**config.mk**
```make
export PLATFORM = sky130hd
export DESIGN_NAME = divider_seq
export DESIGN_NICKNAME = d
export VERILOG_FILES = /design/src/rtl/divider_seq_pkg.sv /design/src/rtl/divider_seq_step.sv /design/src/rtl/divider_seq.sv
export SDC_FILE = /design/constraint.sdc
export NUM_CORES = 1
export LEC_CHECK = 0
export ABC_AREA = 1
export CORE_MARGIN = 2
export CORE_UTILIZATION = 64
export CTS_CLUSTER_SIZE = 25
export DETAILED_ROUTE_END_ITERATION = 16
export HOLD_SLACK_MARGIN = 0.1
export PLACE_DENSITY_LB_ADDON = 0.05
export REMOVE_ABC_BUFFERS = 1
export SYNTH_ARGS = -nofsm -noshare
export SYNTH_HDL_FRONTEND = slang
export SYNTH_HIERARCHICAL = 1
export SYNTH_SLANG_ARGS = --single-unit
```
**constraint.sdc**
```tcl
create_clock -name clk -period 5.65 [get_ports clk]
set_input_delay 0.8475 -clock clk [delete_from_list [all_inputs] [get_ports clk]]
set_output_delay 0.8475 -clock clk [all_outputs]
set_load 0.005 [all_outputs]
```
**src/rtl/divider_seq_pkg.sv**
```systemverilog
// ============================================================================
//  Module      : divider_info (package)
//  Description : Shared state encoding and constants for the sequential divider.
//  Revision    : 1.0 - initial release
// ============================================================================
`default_nettype none

package divider_info;

    typedef enum logic [1:0] {
        IDLE   = 2'd0,
        DIVIDE = 2'd1,
        FIXUP  = 2'd2,
        DONE   = 2'd3
    } div_state_t;

    localparam int          DIV_ITERATIONS    = 32;
    localparam logic [31:0] DIV_ZERO_QUOTIENT = 32'hFFFF_FFFF;

endpackage : divider_info

`default_nettype wire

```
**src/rtl/divider_seq_step.sv**
```systemverilog
// ============================================================================
//  Module      : divider_step
//  Description : One combinational restoring radix-2 division step.
//  Revision    : 1.0 - initial release
// ============================================================================
`default_nettype none

module divider_step #(
    parameter int WIDTH = 32
) (
    input  logic [WIDTH-1:0] rem,
    input  logic [WIDTH-1:0] quo,
    input  logic [WIDTH-1:0] dvsr,
    output logic [WIDTH-1:0] next_rem,
    output logic [WIDTH-1:0] next_quo
);

    logic [WIDTH:0]   w_shift;
    logic [WIDTH-1:0] w_diff;
    logic             w_ge;

    // The compare sees the full shifted value; when it succeeds the
    // difference is known to fit in WIDTH bits, so a WIDTH-bit subtract suffices.
    assign w_shift  = {rem, quo[WIDTH-1]};
    assign w_ge     = (w_shift >= {1'b0, dvsr});
    assign w_diff   = w_shift[WIDTH-1:0] - dvsr;
    assign next_rem = w_ge ? w_diff : w_shift[WIDTH-1:0];
    assign next_quo = {quo[WIDTH-2:0], w_ge};

endmodule : divider_step

`default_nettype wire

```
**src/rtl/divider_seq.sv**
```systemverilog
// ============================================================================
//  Module      : divider_seq
//  Description : 34-cycle signed/unsigned restoring divider with clear/hold.
//  Revision    : 1.0 - initial release
// ============================================================================
`default_nettype none

module divider_seq
    import divider_info::*;
#(
    parameter int WIDTH = 32
) (
    input  logic             clk,
    input  logic             reset,
    input  logic             start,
    input  logic             is_signed,
    input  logic [WIDTH-1:0] dividend,
    input  logic [WIDTH-1:0] divisor,
    input  logic             clear,
    input  logic             hold,
    output logic             busy,
    output logic             done,
    output logic [WIDTH-1:0] quotient,
    output logic [WIDTH-1:0] remainder
);

    localparam int                  c_cnt_w      = $clog2(DIV_ITERATIONS);
    localparam logic [c_cnt_w-1:0]  c_count_init = c_cnt_w'(DIV_ITERATIONS - 1);

    div_state_t         r_state;
    div_state_t         w_next_state;
    logic               w_accept;

    logic [c_cnt_w-1:0] r_count;
    logic [WIDTH-1:0]   r_rem;
    logic [WIDTH-1:0]   r_quo;
    logic [WIDTH-1:0]   r_dvsr_mag;
    logic [WIDTH-1:0]   r_dividend_raw;
    logic               r_res_neg;
    logic               r_dvd_neg;
    logic               r_div_zero;
    logic [WIDTH-1:0]   r_quotient;
    logic [WIDTH-1:0]   r_remainder;

    logic               w_dvd_neg;
    logic               w_dvs_neg;
    logic [WIDTH-1:0]   w_dvd_mag;
    logic [WIDTH-1:0]   w_dvs_mag;
    logic [WIDTH-1:0]   w_next_rem;
    logic [WIDTH-1:0]   w_next_quo;
    logic [WIDTH-1:0]   w_fix_quo;
    logic [WIDTH-1:0]   w_fix_rem;

    assign w_dvd_neg = is_signed & dividend[WIDTH-1];
    assign w_dvs_neg = is_signed & divisor[WIDTH-1];
    assign w_dvd_mag = w_dvd_neg ? -dividend : dividend;
    assign w_dvs_mag = w_dvs_neg ? -divisor  : divisor;

    divider_step #(
        .WIDTH    (WIDTH)
    ) u_step (
        .rem      (r_rem),
        .quo      (r_quo),
        .dvsr     (r_dvsr_mag),
        .next_rem (w_next_rem),
        .next_quo (w_next_quo)
    );

    // A zero divisor returns all-ones / raw dividend regardless of signedness.
    assign w_fix_quo = r_div_zero ? DIV_ZERO_QUOTIENT
                     : (r_res_neg ? -r_quo : r_quo);
    assign w_fix_rem = r_div_zero ? r_dividend_raw
                     : (r_dvd_neg ? -r_rem : r_rem);

    always_ff @(posedge clk) begin
        if (reset) begin
            r_state <= IDLE;
        end else begin
            r_state <= w_next_state;
        end
    end

    always_comb begin
        w_next_state = r_state;
        w_accept     = 1'b0;
        busy         = 1'b0;
        done         = 1'b0;
        case (r_state)
            IDLE: begin
                if (start) begin
                    w_accept     = 1'b1;
                    w_next_state = DIVIDE;
                end
            end
            DIVIDE: begin
                busy = 1'b1;
                if (r_count == '0) begin
                    w_next_state = FIXUP;
                end
            end
            FIXUP: begin
                busy         = 1'b1;
                w_next_state = DONE;
            end
            DONE: begin
                done = 1'b1;
                if (!hold) begin
                    if (start) begin
                        w_accept     = 1'b1;
                        w_next_state = DIVIDE;
                    end else begin
                        w_next_state = IDLE;
                    end
                end
            end
            default: w_next_state = IDLE;
        endcase
        if (clear) begin
            w_next_state = IDLE;
            w_accept     = 1'b0;
        end
    end

    always_ff @(posedge clk) begin
        if (reset) begin
            r_count        <= '0;
            r_rem          <= '0;
            r_quo          <= '0;
            r_dvsr_mag     <= '0;
            r_dividend_raw <= '0;
            r_res_neg      <= 1'b0;
            r_dvd_neg      <= 1'b0;
            r_div_zero     <= 1'b0;
            r_quotient     <= '0;
            r_remainder    <= '0;
        end else if (clear) begin
            r_quotient  <= '0;
            r_remainder <= '0;
        end else if (w_accept) begin
            r_count        <= c_count_init;
            r_rem          <= '0;
            r_quo          <= w_dvd_mag;
            r_dvsr_mag     <= w_dvs_mag;
            r_dividend_raw <= dividend;
            r_res_neg      <= w_dvd_neg ^ w_dvs_neg;
            r_dvd_neg      <= w_dvd_neg;
            r_div_zero     <= (divisor == '0);
        end else if (r_state == DIVIDE) begin
            r_rem   <= w_next_rem;
            r_quo   <= w_next_quo;
            r_count <= r_count - 1'b1;
        end else if (r_state == FIXUP) begin
            r_quotient  <= w_fix_quo;
            r_remainder <= w_fix_rem;
        end
    end

    assign quotient  = r_quotient;
    assign remainder = r_remainder;

endmodule : divider_seq

`default_nettype wire

```
==> tab_implementation.tex, run 1 <==
\begin{tabular}{lr}
\hline
Metric & Value \\
\hline
\multicolumn{2}{l}{\textbf{Outcome}} \\
Outcome & completed \\
\multicolumn{2}{l}{\textbf{Clock network}} \\
Number of buffers between clock root and the deepest sink & 3 \\
CTS Hold Buffers Added & 0 \\
Clock buffer count from CTS & 23 \\
Clock H-tree levels & 1 \\
Total number of clock tree sinks & 202 \\
Latest clock arrival within the worst-skew pair & 0.51 ns \\
Post-CTS repair timing setup buffer count & 0 \\
Clock slew at the register clock pins of the worst setup and hold paths & 0.06 ns \\
Count of cells resized by post-cts repair & 0 \\
Root Driver & sky130\_fd\_sc\_hd\_\_clkbuf\_16 \\
Clock tree from TritonCTS & yes \\
\multicolumn{2}{l}{\textbf{STA}} \\
Final Slew Violations & 0 \\
Peak clock frequency supported by timing & 0.302 GHz \\
Sum of negative setup slack & 0 ns \\
Share of the cycle needed by the critical path after routing & 0.586 \\
Final setup violating endpoints & 0 \\
Final min period & 3.31 ns \\
Setup WS post-layout & 2.34 ns \\
Setup clock skew after layout & 0.0130 ns \\
Hold Violations, Final & 0 \\
Worst-Margin Slew & 1.07 ns \\
Slew margin rel. & 0.287 \\
RSZ-0062 raised after global routing & no \\
\multicolumn{2}{l}{\textbf{Final layout}} \\
Most common cell after layout, fill and taps aside & sky130\_fd\_sc\_hd\_\_nand2\_1 \\
Area added between synthesis and finish & 12.6\% \\
Leading cell types in the layout, fill and taps excluded & sky130\_fd\_sc\_hd\_\_nand2\_1, sky130\_fd\_sc\_hd\_\_inv\_1, sky130\_fd\_sc\_hd\_\_nor2\_1 \\
Net total in the final layout & 2,593 \\
Ant diodes & 0 \\
Fraction of final layout cells sized beyond drive strength 1 & 0.0393 \\
Post-route insts no fill & 2,781 \\
Post-route cell area & 16,500 um2 \\
\multicolumn{2}{l}{\textbf{Placed design}} \\
Count of port buffers added during placement & 135 \\
Area post-placement & 15,800 um2 \\
Final GP Congestion & 1.01 \\
Dpl ws & 1.97 ns \\
Count of placed standard cells including taps & 2,740 \\
Estimated wirelength of the detail-placed design & 34,000 um \\
\multicolumn{2}{l}{\textbf{Critical path}} \\
Critical path class & flip-flop to flip-flop \\
Worst Reg2Reg Path Length in Cells & 13 \\
Endpoint of the most critical setup path & r\_rem[26] \\
CP startpoint kind & flip-flop \\
Required time reported for the critical path endpoint & 6.02 ns \\
Arrival time at the worst endpoint & 3.68 ns \\
Worst-path maximum fanout & 35 \\
Register-to-Register Setup Slack & 2.34 ns \\
Worst flop-to-flop path endpoint & r\_rem[26] \\
Origin of the critical flop-to-flop path & r\_rem[27] \\
Endpoint type of the worst setup path & flip-flop \\
Crit path launch & r\_rem[27] \\
\multicolumn{2}{l}{\textbf{Global routing}} \\
Number of antenna violations at the first check in global routing & 0 \\
First-pass GRT wire length & 73,500 um \\
Remaining global-route overflow & 0 \\
Via count of the first global-routing pass & 15,100 \\
Overall track demand over capacity in global routing & 0.372 \\
Largest net degree at the start of global routing & 111 \\
\multicolumn{2}{l}{\textbf{Routing}} \\
DR DRC count & 0 \\
Vias & 16,100 \\
Detail-routed via count per cell & 5.78 \\
DR iter-0 viols & 1,412 \\
WL/cell & 16.5 um \\
Detailed-routing iteration count for the pre-antenna-repair pass & 6 \\
Number of nets with antenna violations after routing & 0 \\
Final routed wirelength across all metal layers & 46,000 um \\
\multicolumn{2}{l}{\textbf{Yosys}} \\
Number of distinct library cells after synthesis & 47 \\
Total number of yosys warnings & 6 \\
Fraction of registers with async set or reset after synthesis & 0 \\
Most used flip-flop cell after synthesis & sky130\_fd\_sc\_hd\_\_dfxtp\_1 \\
Proportion of synthesized chip area in sequential cells & 0.275 \\
Count of state elements after synthesis & 202 \\
Syn Std Cell Area & 14,700 um2 \\
Synthesized netlist cell count & 2,438 \\
Post-synth EDFFs & 0 \\
Syn\_area\_per\_cell & 6.03 um2 \\
\multicolumn{2}{l}{\textbf{Worst hold path}} \\
Class of the most critical hold timing path & flip-flop to flip-flop \\
\multicolumn{2}{l}{\textbf{Run}} \\
Max-cap viol count & 0 \\
\multicolumn{2}{l}{\textbf{Floorplanning}} \\
Total die area & 24,200 um2 \\
Number of top-level pins & 136 \\
Starting Density & 0.651 \\
Site row count & 55 \\
Vertical extent of the die & 156 um \\
Placeable core area & 22,600 um2 \\
Horizontal die dimension & 156 um \\
\multicolumn{2}{l}{\textbf{Power}} \\
PD cells & 309 nW/um2 \\
Leakage power & 7.79 nW \\
Worst IR Drop VDD & 210 uV \\
\hline
\end{tabular}
==> cells in the mapped netlist, types with 4 or more instances <==
master / n / area (um2)
sky130_fd_sc_hd__ha_1: 42 / 526
sky130_fd_sc_hd__o21ai_0: 132 / 661
sky130_fd_sc_hd__xor2_1: 38 / 333
sky130_fd_sc_hd__or2_2: 5 / 31.3
sky130_fd_sc_hd__a22oi_1: 33 / 248
sky130_fd_sc_hd__buf_4: 36 / 270
sky130_fd_sc_hd__clkbuf_1: 43 / 161
sky130_fd_sc_hd__a211oi_1: 11 / 82.6
sky130_fd_sc_hd__nor2_1: 300 / 1130
sky130_fd_sc_hd__nor3_1: 25 / 125
sky130_fd_sc_hd__xnor2_1: 6 / 52.6
sky130_fd_sc_hd__inv_1: 338 / 1270
sky130_fd_sc_hd__a31oi_1: 23 / 144
sky130_fd_sc_hd__nand2_2: 5 / 31.3
sky130_fd_sc_hd__and2_1: 10 / 62.6
sky130_fd_sc_hd__dfxtp_1: 202 / 4040
sky130_fd_sc_hd__buf_2: 39 / 195
sky130_fd_sc_hd__nor2_2: 6 / 37.5
sky130_fd_sc_hd__nand2_1: 641 / 2410
sky130_fd_sc_hd__o221ai_1: 6 / 52.6
sky130_fd_sc_hd__o211ai_1: 15 / 113
sky130_fd_sc_hd__nor3_2: 5 / 50.1
sky130_fd_sc_hd__nand4_1: 38 / 238
sky130_fd_sc_hd__buf_1: 8 / 30.0
sky130_fd_sc_hd__nand3b_1: 15 / 113
sky130_fd_sc_hd__inv_2: 4 / 15.0
sky130_fd_sc_hd__nand3_1: 181 / 906
sky130_fd_sc_hd__a21o_1: 6 / 45.0
sky130_fd_sc_hd__o21ai_1: 14 / 70.1
sky130_fd_sc_hd__nand3_2: 11 / 110
sky130_fd_sc_hd__a21oi_1: 173 / 866
==> cells by family (layout without fill, tap and decap cells) <==
family / count (synthesis) / after routing / synth area share
AND/OR/NAND/NOR: 1251 / 1251 / 0.363
XOR/XNOR: 44 / 44 / 0.0262
flip-flops: 202 / 202 / 0.275
buffers and inverters: 474 / 532 / 0.137
adder cells (fa/ha/maj): 43 / 43 / 0.0371
AO/OA/AOI/OAI: 424 / 424 / 0.161
==> sequential cells by signal (all words and copies together), names as in the netlist <==
| name | count |
|---|---|
| r_quo | 32 |
| r_dvd_neg | 1 |
| quotient | 32 |
| r_rem | 32 |
| r_state | 2 |
| r_div_zero | 1 |
| r_dvsr_mag | 32 |
| r_res_neg | 1 |
| remainder | 32 |
| r_count | 5 |
| r_dividend_raw | 32 |
==> how the worst min path moves through the flow <==
stage | start | to | slack, ns | depth (start not counted)
finish | r_dividend_raw[18] | r_dividend_raw[18] | 0.46 | 2
global route | r_dividend_raw[31] | r_dividend_raw[31] | 0.48 | 2
CTS | r_dividend_raw[13] | r_dividend_raw[13] | 0.46 | 2
detailed placement | r_dividend_raw[13] | r_dividend_raw[13] | 0.45 | 2
global placement | r_dividend_raw[20] | r_dividend_raw[20] | 0.44 | 2
floorplan | r_dividend_raw[12] | r_dividend_raw[12] | 0.43 | 2
==> worst max-delay path: stages (launching register included) <==
cell and delay (ns):
sky130_fd_sc_hd__dfxtp_1 0.50, sky130_fd_sc_hd__ha_1 0.35, sky130_fd_sc_hd__nand2_1 0.18, sky130_fd_sc_hd__inv_1 0.06
sky130_fd_sc_hd__nand2_1 0.06, sky130_fd_sc_hd__nand2_1 0.06, sky130_fd_sc_hd__a21oi_1 0.22, sky130_fd_sc_hd__nand2_1 0.13
sky130_fd_sc_hd__nor2_4 0.67, sky130_fd_sc_hd__nand2_8 0.32, sky130_fd_sc_hd__nand3_1 0.29, sky130_fd_sc_hd__nand2_1 0.07
sky130_fd_sc_hd__a22oi_1 0.16, sky130_fd_sc_hd__nor2_1 0.05
==> metal layers <==
layer  part of all wire  wire length [um]  track usage  up-vias
met5                  0                 0            0        -
met4              0.047              2180        0.183        0
met3              0.074              3400       0.0448      142
met2               0.48             22000        0.651      754
met1               0.40             18400        0.453     7277
li1                   -                 -            -     7899
==> power by group <==
| part | leakage (nW) | switching (mW) | internal, mW |
|---|---|---|---|
| sequential | 1.64 | 0.0983 | 1.52 |
| combinational | 5.77 | 1.38 | 0.620 |
| clock | 0.374 | 0.610 | 0.882 |
| total | 7.79 | 2.09 | 3.02 |
==> per-stage QoR <==
stage	util	power, mW	hold WS [ns]
2_1_floorplan	-	2.98	0.427
4_1_cts	0.733	5.06	0.457
5_1_grt	0.733	5.40	0.483
3_3_place_gp	0.699	3.54	0.442
6_report	0.733	5.11	0.456
3_5_place_dp	0.699	3.58	0.449
==> cell type report <==
type                    count  area (um2)
clock inverters             9        75.1
multi-input cells        1762        8660
well taps                 285         357
repair buffers            147        1440
inverters                 344        1290
clock buffers              32         679
fillers                  1919        6030
flip-flops and latches    202        4040
No activity file was read; power rests on OpenSTA's default activity.
==> inputs of run 2 (changes only) <==
--- a/config.mk
+++ b/config.mk
@@ -7,7 +7,7 @@
 export LEC_CHECK = 0
 export ABC_AREA = 1
 export CORE_MARGIN = 2
-export CORE_UTILIZATION = 64
+export CORE_UTILIZATION = 53
 export CTS_CLUSTER_SIZE = 25
 export DETAILED_ROUTE_END_ITERATION = 16
 export HOLD_SLACK_MARGIN = 0.1
==> constraint.sdc (replaced) <==
create_clock -name clk -period 2.7 [get_ports clk]
set_input_delay 0.405 -clock clk [delete_from_list [all_inputs] [get_ports clk]]
set_output_delay 0.405 -clock clk [all_outputs]
set_load 0.005 [all_outputs]
==> run 2 against run 1 <==
  * Cell count grew 5.1%
  * Combinational power rose by 130%
  * Worst hold slack lost 0.22 ns
  * Routed wire length is 7.9% higher
  * Highest routed layer unchanged
  * Maximum frequency rose by 34%
  * Clock power up 120%
  * Non-clock buffer count up 54
  * Final area increased by 3.9%
  * Clock skew increased by 0.013 ns
  * Global-route usage shrank 3.3 points
==> tab_implementation.tex, run 2 (same netlist as run 1, synthesis figures left out) <==
\begin{tabular}{lr}
\hline
Metric & Value \\
\hline
\multicolumn{2}{l}{\textbf{STA}} \\
Peak clock frequency supported by timing & 0.404 GHz (was 0.302 GHz) \\
Setup WS post-layout & 0.223 ns (was 2.34 ns) \\
RSZ-0062 raised after global routing & no (unchanged) \\
Final min period & 2.48 ns (was 3.31 ns) \\
Setup clock skew after layout & 0.0264 ns (was 0.0130 ns) \\
Worst Hold Slack & 0.232 ns (was 0.456 ns) \\
Final Slew Violations & 0 (unchanged) \\
Share of the cycle needed by the critical path after routing & 0.917 (was 0.586) \\
Hold Violations, Final & 0 (unchanged) \\
Slew margin rel. & 0.316 (was 0.287) \\
Final setup violating endpoints & 0 (unchanged) \\
Worst-Margin Slew & 1.03 ns (was 1.07 ns) \\
\multicolumn{2}{l}{\textbf{Routing}} \\
DR DRC count & 0 (unchanged) \\
Detailed-routing iteration count for the pre-antenna-repair pass & 6 (unchanged) \\
DR iter-0 viols & 1,728 (was 1,412) \\
Final routed wirelength across all metal layers & 49,700 um (was 46,000 um) \\
WL/cell & 17.0 um (was 16.5 um) \\
Vias & 16,300 (was 16,100) \\
Detail-routed via count per cell & 5.57 (was 5.78) \\
Number of nets with antenna violations after routing & 0 (unchanged) \\
\multicolumn{2}{l}{\textbf{Worst hold path}} \\
Class of the most critical hold timing path & primary input to flip-flop (was flip-flop to flip-flop) \\
Number of stages on the worst hold path & 4 (was 2) \\
Sink of the worst hold path & r\_state[1] (was r\_dividend\_raw[18]) \\
Worst hold path startpoint & reset (was r\_dividend\_raw[18]) \\
\multicolumn{2}{l}{\textbf{Final layout}} \\
Leading cell types in the layout, fill and taps excluded & sky130\_fd\_sc\_hd\_\_nand2\_1, sky130\_fd\_sc\_hd\_\_inv\_1, sky130\_fd\_sc\_hd\_\_nor2\_1 (unchanged) \\
Area added between synthesis and finish & 17.0\% (was 12.6\%) \\
Final design utilization & 0.634 (was 0.733) \\
Most common cell after layout, fill and taps aside & sky130\_fd\_sc\_hd\_\_nand2\_1 (unchanged) \\
Post-route cell area & 17,200 um2 (was 16,500 um2) \\
Fillers & 2,638 (was 1,919) \\
Fraction of final layout cells sized beyond drive strength 1 & 0.0596 (was 0.0393) \\
Net total in the final layout & 2,648 (was 2,593) \\
Ant diodes & 0 (unchanged) \\
\multicolumn{2}{l}{\textbf{Critical path}} \\
Worst flop-to-flop path endpoint & r\_rem[27] (was r\_rem[26]) \\
Origin of the critical flop-to-flop path & r\_dvsr\_mag[10] (was r\_rem[27]) \\
Worst Reg2Reg Path Length in Cells & 15 (was 13) \\
Cell type of the slowest stage on the worst timing path & sky130\_fd\_sc\_hd\_\_ha\_1 (was sky130\_fd\_sc\_hd\_\_nor2\_4) \\
Worst-path maximum fanout & 4 (was 35) \\
Endpoint type of the worst setup path & flip-flop (unchanged) \\
Critical path class & flip-flop to flip-flop (unchanged) \\
Required time reported for the critical path endpoint & 3.06 ns (was 6.02 ns) \\
Cell occurring most often along the worst timing path & sky130\_fd\_sc\_hd\_\_nand2\_1 (unchanged) \\
Register-to-Register Setup Slack & 0.22 ns (was 2.34 ns) \\
Chain of cells forming the critical path & inv\_1 -> ha\_1 -> nand2\_1 -> inv\_1 -> nand2\_1 -> nor3\_1 -> nand2\_1 -> nand2\_1 -> nand2\_1 -> nand2\_1 -> nand2\_1 -> nand3\_1 -> nand2\_1 -> a22oi\_1 -> nor2\_1 (was ha\_1 -> nand2\_1 -> inv\_1 -> nand2\_1 -> nand2\_1 -> a21oi\_1 -> nand2\_1 -> nor2\_4 -> nand2\_8 -> nand3\_1 -> nand2\_1 -> a22oi\_1 -> nor2\_1) \\
Arrival time at the worst endpoint & 2.84 ns (was 3.68 ns) \\
Highest cell delay on the worst timing path & 0.38 ns (was 0.67 ns) \\
CP startpoint kind & flip-flop (unchanged) \\
\multicolumn{2}{l}{\textbf{Power}} \\
Switching Fraction & 0.403 (was 0.409) \\
Clock share of power & 0.296 (was 0.292) \\
Final Total Pwr & 11.2 mW (was 5.11 mW) \\
Internal & 6.68 mW (was 3.02 mW) \\
Reported net switching power & 4.52 mW (was 2.09 mW) \\
Leakage power & 8.10 nW (was 7.79 nW) \\
Relative contribution of combinational cells to total power & 0.405 (was 0.391) \\
Worst IR Drop VDD & 392 uV (was 210 uV) \\
PD cells & 652 nW/um2 (was 309 nW/um2) \\
Portion of total power attributed to sequential cells & 0.299 (was 0.317) \\
\multicolumn{2}{l}{\textbf{Global routing}} \\
Largest net degree at the start of global routing & 91 (was 111) \\
Remaining global-route overflow & 0 (unchanged) \\
Number of antenna violations at the first check in global routing & 0 (unchanged) \\
First-pass GRT wire length & 78,500 um (was 73,500 um) \\
Overall track demand over capacity in global routing & 0.339 (was 0.372) \\
Via count of the first global-routing pass & 15,000 (was 15,100) \\
\multicolumn{2}{l}{\textbf{Clock network}} \\
Clock buffer count from CTS & 24 (was 23) \\
Clock H-tree levels & 1 (unchanged) \\
CTS Hold Buffers Added & 0 (unchanged) \\
Clock slew at the register clock pins of the worst setup and hold paths & 0.06 ns (about the same) \\
Clock tree from TritonCTS & yes (unchanged) \\
Number of buffers between clock root and the deepest sink & 3 (unchanged) \\
Total number of clock tree sinks & 202 (unchanged) \\
Root Driver & sky130\_fd\_sc\_hd\_\_clkbuf\_16 (unchanged) \\
Latest clock arrival within the worst-skew pair & 0.53 ns (was 0.51 ns) \\
Post-CTS repair timing setup buffer count & 0 (unchanged) \\
\multicolumn{2}{l}{\textbf{Floorplanning}} \\
Site row count & 60 (was 55) \\
Vertical extent of the die & 170 um (was 156 um) \\
Placeable core area & 27,100 um2 (was 22,600 um2) \\
Total die area & 29,100 um2 (was 24,200 um2) \\
Horizontal die dimension & 170 um (was 156 um) \\
Number of top-level pins & 136 (unchanged) \\
Starting Density & 0.542 (was 0.651) \\
\multicolumn{2}{l}{\textbf{Run}} \\
Max-cap viol count & 0 (unchanged) \\
\multicolumn{2}{l}{\textbf{Outcome}} \\
Outcome & completed (unchanged) \\
\multicolumn{2}{l}{\textbf{Placed design}} \\
Count of port buffers added during placement & 135 (unchanged) \\
Estimated wirelength of the detail-placed design & 38,500 um (was 34,000 um) \\
Final GP Congestion & 0.998 (was 1.01) \\
Area post-placement & 16,400 um2 (was 15,800 um2) \\
Dpl ws & 0.176 ns (was 1.97 ns) \\
\hline
\end{tabular}
run 2: repair_timing:
action	in CTS	in global routing
setup endpoints to repair	0	2
resized for setup	0	4
endpoints found under the hold margin	0	0
run 2: routing by layer:
layer	GRT usage	wire length (um)
met5	0	0
met4	0.146	2230
met3	0.0391	3580
met2	0.555	22200
met1	0.452	21700
run 2: worst max-delay path: cells and delay by family, from the launching register on:
family / cells / cell delay [ns]
AND/OR/NAND/NOR: 11 / 1.27
adder cells (fa/ha/maj): 1 / 0.38
AO/OA/AOI/OAI: 1 / 0.16
flip-flops: 1 / 0.34
buffers and inverters: 2 / 0.18
run 2: area by class of cell:
cell class	instances	area [um2]	share of cell area
Multi-Input combinational cell	1762	8670	0.504
Sequential cell	202	4040	0.235
Timing Repair Buffer	201	1930	0.112
Inverter	344	1290	0.0752
Clock buffer	33	654	0.0381
Tap cell	372	465	0.0271
Clock inverter	8	133	0.00772
run 2: worst max-delay path by stage:
stage              startpoint             end  cells past startpoint
5_1_grt             r_quo[31]       r_rem[16]                     15
2_1_floorplan      r_state[0]      r_count[3]                      9
3_5_place_dp       divisor[1]  r_dvsr_mag[26]                     10
4_1_cts        r_dvsr_mag[20]       r_rem[28]                     14
6_report       r_dvsr_mag[10]       r_rem[27]                     15
3_3_place_gp       divisor[0]  r_dvsr_mag[26]                     10
run 2: power groups by stage:
stage | registers (mW) | logic, mW | clock network (mW)
3_3_place_gp | 3.40 | 4.37 | 0
3_5_place_dp | 3.41 | 4.41 | 0
6_report | 3.35 | 4.53 | 3.31
2_1_floorplan | 3.38 | 2.85 | 0
5_1_grt | 3.37 | 5.04 | 3.45
4_1_cts | 3.34 | 4.43 | 3.33
run 2: through the flow:
stage	TNS [ns]	instances
2_1_floorplan	-252.02	2308
3_3_place_gp	0	2881
3_5_place_dp	0	2881
4_1_cts	0	2922
5_1_grt	0	2922
6_report	0	2922
==> inputs of run 3 (changes only) <==
--- a/config.mk
+++ b/config.mk
@@ -6,8 +6,10 @@
 export NUM_CORES = 1
 export LEC_CHECK = 0
 export ABC_AREA = 1
+export CELL_PAD_IN_SITES_DETAIL_PLACEMENT = 2
+export CELL_PAD_IN_SITES_GLOBAL_PLACEMENT = 2
 export CORE_MARGIN = 2
-export CORE_UTILIZATION = 53
+export CORE_UTILIZATION = 28
 export CTS_CLUSTER_SIZE = 25
 export DETAILED_ROUTE_END_ITERATION = 16
 export HOLD_SLACK_MARGIN = 0.1
==> run 3 against run 2 <==
  * Sequential power is essentially flat
  * Clock power up 14%
  * Sequential share of layout area shrank 0.93 points
  * Sequential cell count unchanged
  * Clock-buffer cell count is 12 higher
  * Die area increased by 87%
  * Worst hold slack better by 0.0035 ns
  * Register-to-register slack got worse by 0.08 ns
  * Global-route usage is 10 points lower
  * Critical path type unchanged
==> tab_implementation.tex, run 3 (same netlist as run 1, synthesis figures left out) <==
\begin{tabular}{lr}
\hline
Metric & Value \\
\hline
\multicolumn{2}{l}{\textbf{Routing}} \\
Detailed-routing iteration count for the pre-antenna-repair pass & 5 (was 6) \\
WL/cell & 20.0 um (was 17.0 um) \\
Number of nets with antenna violations after routing & 0 (unchanged) \\
Detail-routed via count per cell & 5.02 (was 5.57) \\
DR DRC count & 0 (unchanged) \\
Vias & 16,300 (about the same) \\
DR iter-0 viols & 638 (was 1,728) \\
Final routed wirelength across all metal layers & 65,100 um (was 49,700 um) \\
\multicolumn{2}{l}{\textbf{Clock network}} \\
Post-CTS repair timing setup buffer count & 0 (unchanged) \\
Clock slew at the register clock pins of the worst setup and hold paths & 0.06 ns (about the same) \\
Number of buffers between clock root and the deepest sink & 3 (unchanged) \\
Clock buffer count from CTS & 28 (was 24) \\
Latest clock arrival within the worst-skew pair & 0.56 ns (was 0.53 ns) \\
Root Driver & sky130\_fd\_sc\_hd\_\_clkbuf\_16 (unchanged) \\
Clock tree from TritonCTS & yes (unchanged) \\
Clock H-tree levels & 1 (unchanged) \\
CTS Hold Buffers Added & 0 (unchanged) \\
Total number of clock tree sinks & 202 (unchanged) \\
\multicolumn{2}{l}{\textbf{Final layout}} \\
Leading cell types in the layout, fill and taps excluded & sky130\_fd\_sc\_hd\_\_nand2\_1, sky130\_fd\_sc\_hd\_\_inv\_1, sky130\_fd\_sc\_hd\_\_nor2\_1 (unchanged) \\
Area added between synthesis and finish & 21.8\% (was 17.0\%) \\
Ant diodes & 0 (unchanged) \\
Fraction of final layout cells sized beyond drive strength 1 & 0.0745 (was 0.0596) \\
Most common cell after layout, fill and taps aside & sky130\_fd\_sc\_hd\_\_nand2\_1 (unchanged) \\
Final design utilization & 0.347 (was 0.634) \\
Post-route cell area & 17,900 um2 (was 17,200 um2) \\
Net total in the final layout & 2,667 (was 2,648) \\
\multicolumn{2}{l}{\textbf{STA}} \\
Peak clock frequency supported by timing & 0.391 GHz (was 0.404 GHz) \\
Final Slew Violations & 0 (unchanged) \\
Share of the cycle needed by the critical path after routing & 0.947 (was 0.917) \\
Worst-Margin Slew & 0.737 ns (was 1.03 ns) \\
Final setup violating endpoints & 0 (unchanged) \\
Final min period & 2.56 ns (was 2.48 ns) \\
RSZ-0062 raised after global routing & no (unchanged) \\
Slew margin rel. & 0.505 (was 0.316) \\
Setup clock skew after layout & 0.0176 ns (was 0.0264 ns) \\
Setup WS post-layout & 0.142 ns (was 0.223 ns) \\
Hold Violations, Final & 0 (unchanged) \\
Sum of negative setup slack & 0 ns (unchanged) \\
\multicolumn{2}{l}{\textbf{Placed design}} \\
Area post-placement & 16,900 um2 (was 16,400 um2) \\
Final GP Congestion & 0.884 (was 0.998) \\
Dpl ws & -0.152 ns (was 0.176 ns) \\
Estimated wirelength of the detail-placed design & 51,700 um (was 38,500 um) \\
Count of port buffers added during placement & 135 (unchanged) \\
\multicolumn{2}{l}{\textbf{Critical path}} \\
Cell type of the slowest stage on the worst timing path & sky130\_fd\_sc\_hd\_\_dfxtp\_1 (was sky130\_fd\_sc\_hd\_\_ha\_1) \\
CP startpoint kind & flip-flop (unchanged) \\
Arrival time at the worst endpoint & 2.97 ns (was 2.84 ns) \\
Kind of cell adding the most delay to the critical path & buffers and inverters (was simple AND/OR/NAND/NOR gates) \\
Required time reported for the critical path endpoint & 3.11 ns (was 3.06 ns) \\
Highest cell delay on the worst timing path & 0.42 ns (was 0.38 ns) \\
Worst-path maximum fanout & 37 (was 4) \\
Buf/Inv on CP & 4 (was 2) \\
Register-to-Register Setup Slack & 0.14 ns (was 0.22 ns) \\
Chain of cells forming the critical path & inv\_1 -> ha\_1 -> nor3\_2 -> nand2\_4 -> clkinv\_2 -> buf\_12 -> buf\_4 -> nand3\_1 -> a21oi\_2 (was inv\_1 -> ha\_1 -> nand2\_1 -> inv\_1 -> nand2\_1 -> nor3\_1 -> nand2\_1 -> nand2\_1 -> nand2\_1 -> nand2\_1 -> nand2\_1 -> nand3\_1 -> nand2\_1 -> a22oi\_1 -> nor2\_1) \\
Endpoint type of the worst setup path & flip-flop (unchanged) \\
Critical path class & flip-flop to flip-flop (unchanged) \\
\multicolumn{2}{l}{\textbf{Worst hold path}} \\
Class of the most critical hold timing path & primary input to flip-flop (unchanged) \\
\multicolumn{2}{l}{\textbf{Floorplanning}} \\
Placeable core area & 51,600 um2 (was 27,100 um2) \\
Total die area & 54,300 um2 (was 29,100 um2) \\
Vertical extent of the die & 233 um (was 170 um) \\
Horizontal die dimension & 233 um (was 170 um) \\
Site row count & 83 (was 60) \\
Number of top-level pins & 136 (unchanged) \\
Starting Density & 0.285 (was 0.542) \\
\multicolumn{2}{l}{\textbf{Global routing}} \\
Largest net degree at the start of global routing & 71 (was 91) \\
Via count of the first global-routing pass & 17,700 (was 15,000) \\
First-pass GRT wire length & 101,000 um (was 78,500 um) \\
Number of antenna violations at the first check in global routing & 0 (unchanged) \\
Remaining global-route overflow & 0 (unchanged) \\
Overall track demand over capacity in global routing & 0.238 (was 0.339) \\
\multicolumn{2}{l}{\textbf{Power}} \\
PD cells & 666 nW/um2 (was 652 nW/um2) \\
Worst IR Drop VDD & 418 uV (was 392 uV) \\
Clock share of power & 0.316 (was 0.296) \\
Relative contribution of combinational cells to total power & 0.402 (was 0.405) \\
Final Total Pwr & 11.9 mW (was 11.2 mW) \\
Internal & 6.99 mW (was 6.68 mW) \\
Switching Fraction & 0.414 (was 0.403) \\
Portion of total power attributed to sequential cells & 0.282 (was 0.299) \\
Reported net switching power & 4.94 mW (was 4.52 mW) \\
Leakage power & 8.28 nW (was 8.10 nW) \\
\multicolumn{2}{l}{\textbf{Outcome}} \\
Outcome & completed (unchanged) \\
\multicolumn{2}{l}{\textbf{Run}} \\
Max-cap viol count & 0 (unchanged) \\
\hline
\end{tabular}
run 3: worst paths after layout:
kind	from	to	cells past startpoint
worst max-delay path	r_state[0]	r_quo[31]	9
worst min-delay path	reset	r_dvsr_mag[31]	2
worst max register to register	r_state[0]	r_quo[31]	9
worst min register to register	r_dividend_raw[20]	r_dividend_raw[20]	2
run 3: worst register-to-register path: stages (launching register included):
cell and delay (ns):
sky130_fd_sc_hd__dfxtp_1 0.42, sky130_fd_sc_hd__inv_1 0.14, sky130_fd_sc_hd__ha_1 0.37, sky130_fd_sc_hd__nor3_2 0.26, sky130_fd_sc_hd__nand2_4 0.10, sky130_fd_sc_hd__clkinv_2 0.16
sky130_fd_sc_hd__buf_12 0.25, sky130_fd_sc_hd__buf_4 0.26, sky130_fd_sc_hd__nand3_1 0.11, sky130_fd_sc_hd__a21oi_2 0.35
run 3: what timing repair did:
item / 4_1_cts / 5_1_grt
resized for setup: 1 / 19
endpoints found under the setup margin: 1 / 33
gates cloned: 0 / 1
run 3: area by class of cell:
class / instances / area (um2)
clock buffers: 45 / 886
multi-input cells: 1763 / 8730
fillers: 6381 / 33700
well taps: 680 / 851
clock inverters: 7 / 60.1
repair buffers: 215 / 2040
inverters: 344 / 1290
flip-flops and latches: 202 / 4050
run 3: metal layers:
metal  vias up  share of wire  GRT usage
li1       8021              -          -
met1      8065           0.44      0.288
met2       160           0.51      0.441
met3        84          0.023     0.0227
met4         0          0.032     0.0729
met5         -              0          0
run 3: power groups by stage:
| stage | clock (mW) | combinational [mW] | sequential, mW |
|---|---|---|---|
| 2_1_floorplan | 0 | 2.85 | 3.38 |
| 3_3_place_gp | 0 | 4.55 | 3.41 |
| 3_5_place_dp | 0 | 4.69 | 3.42 |
| 4_1_cts | 3.88 | 4.73 | 3.36 |
| 5_1_grt | 4.03 | 5.35 | 3.39 |
| 6_report | 3.77 | 4.79 | 3.36 |
run 3: through the flow:
stage                     cells  hold WS (ns)
final                      3256         0.235
after global routing       3256         0.256
after CTS                  3255         0.220
after detailed placement   3203         0.454
after global placement     3203         0.445
after floorplan            2308         0.427
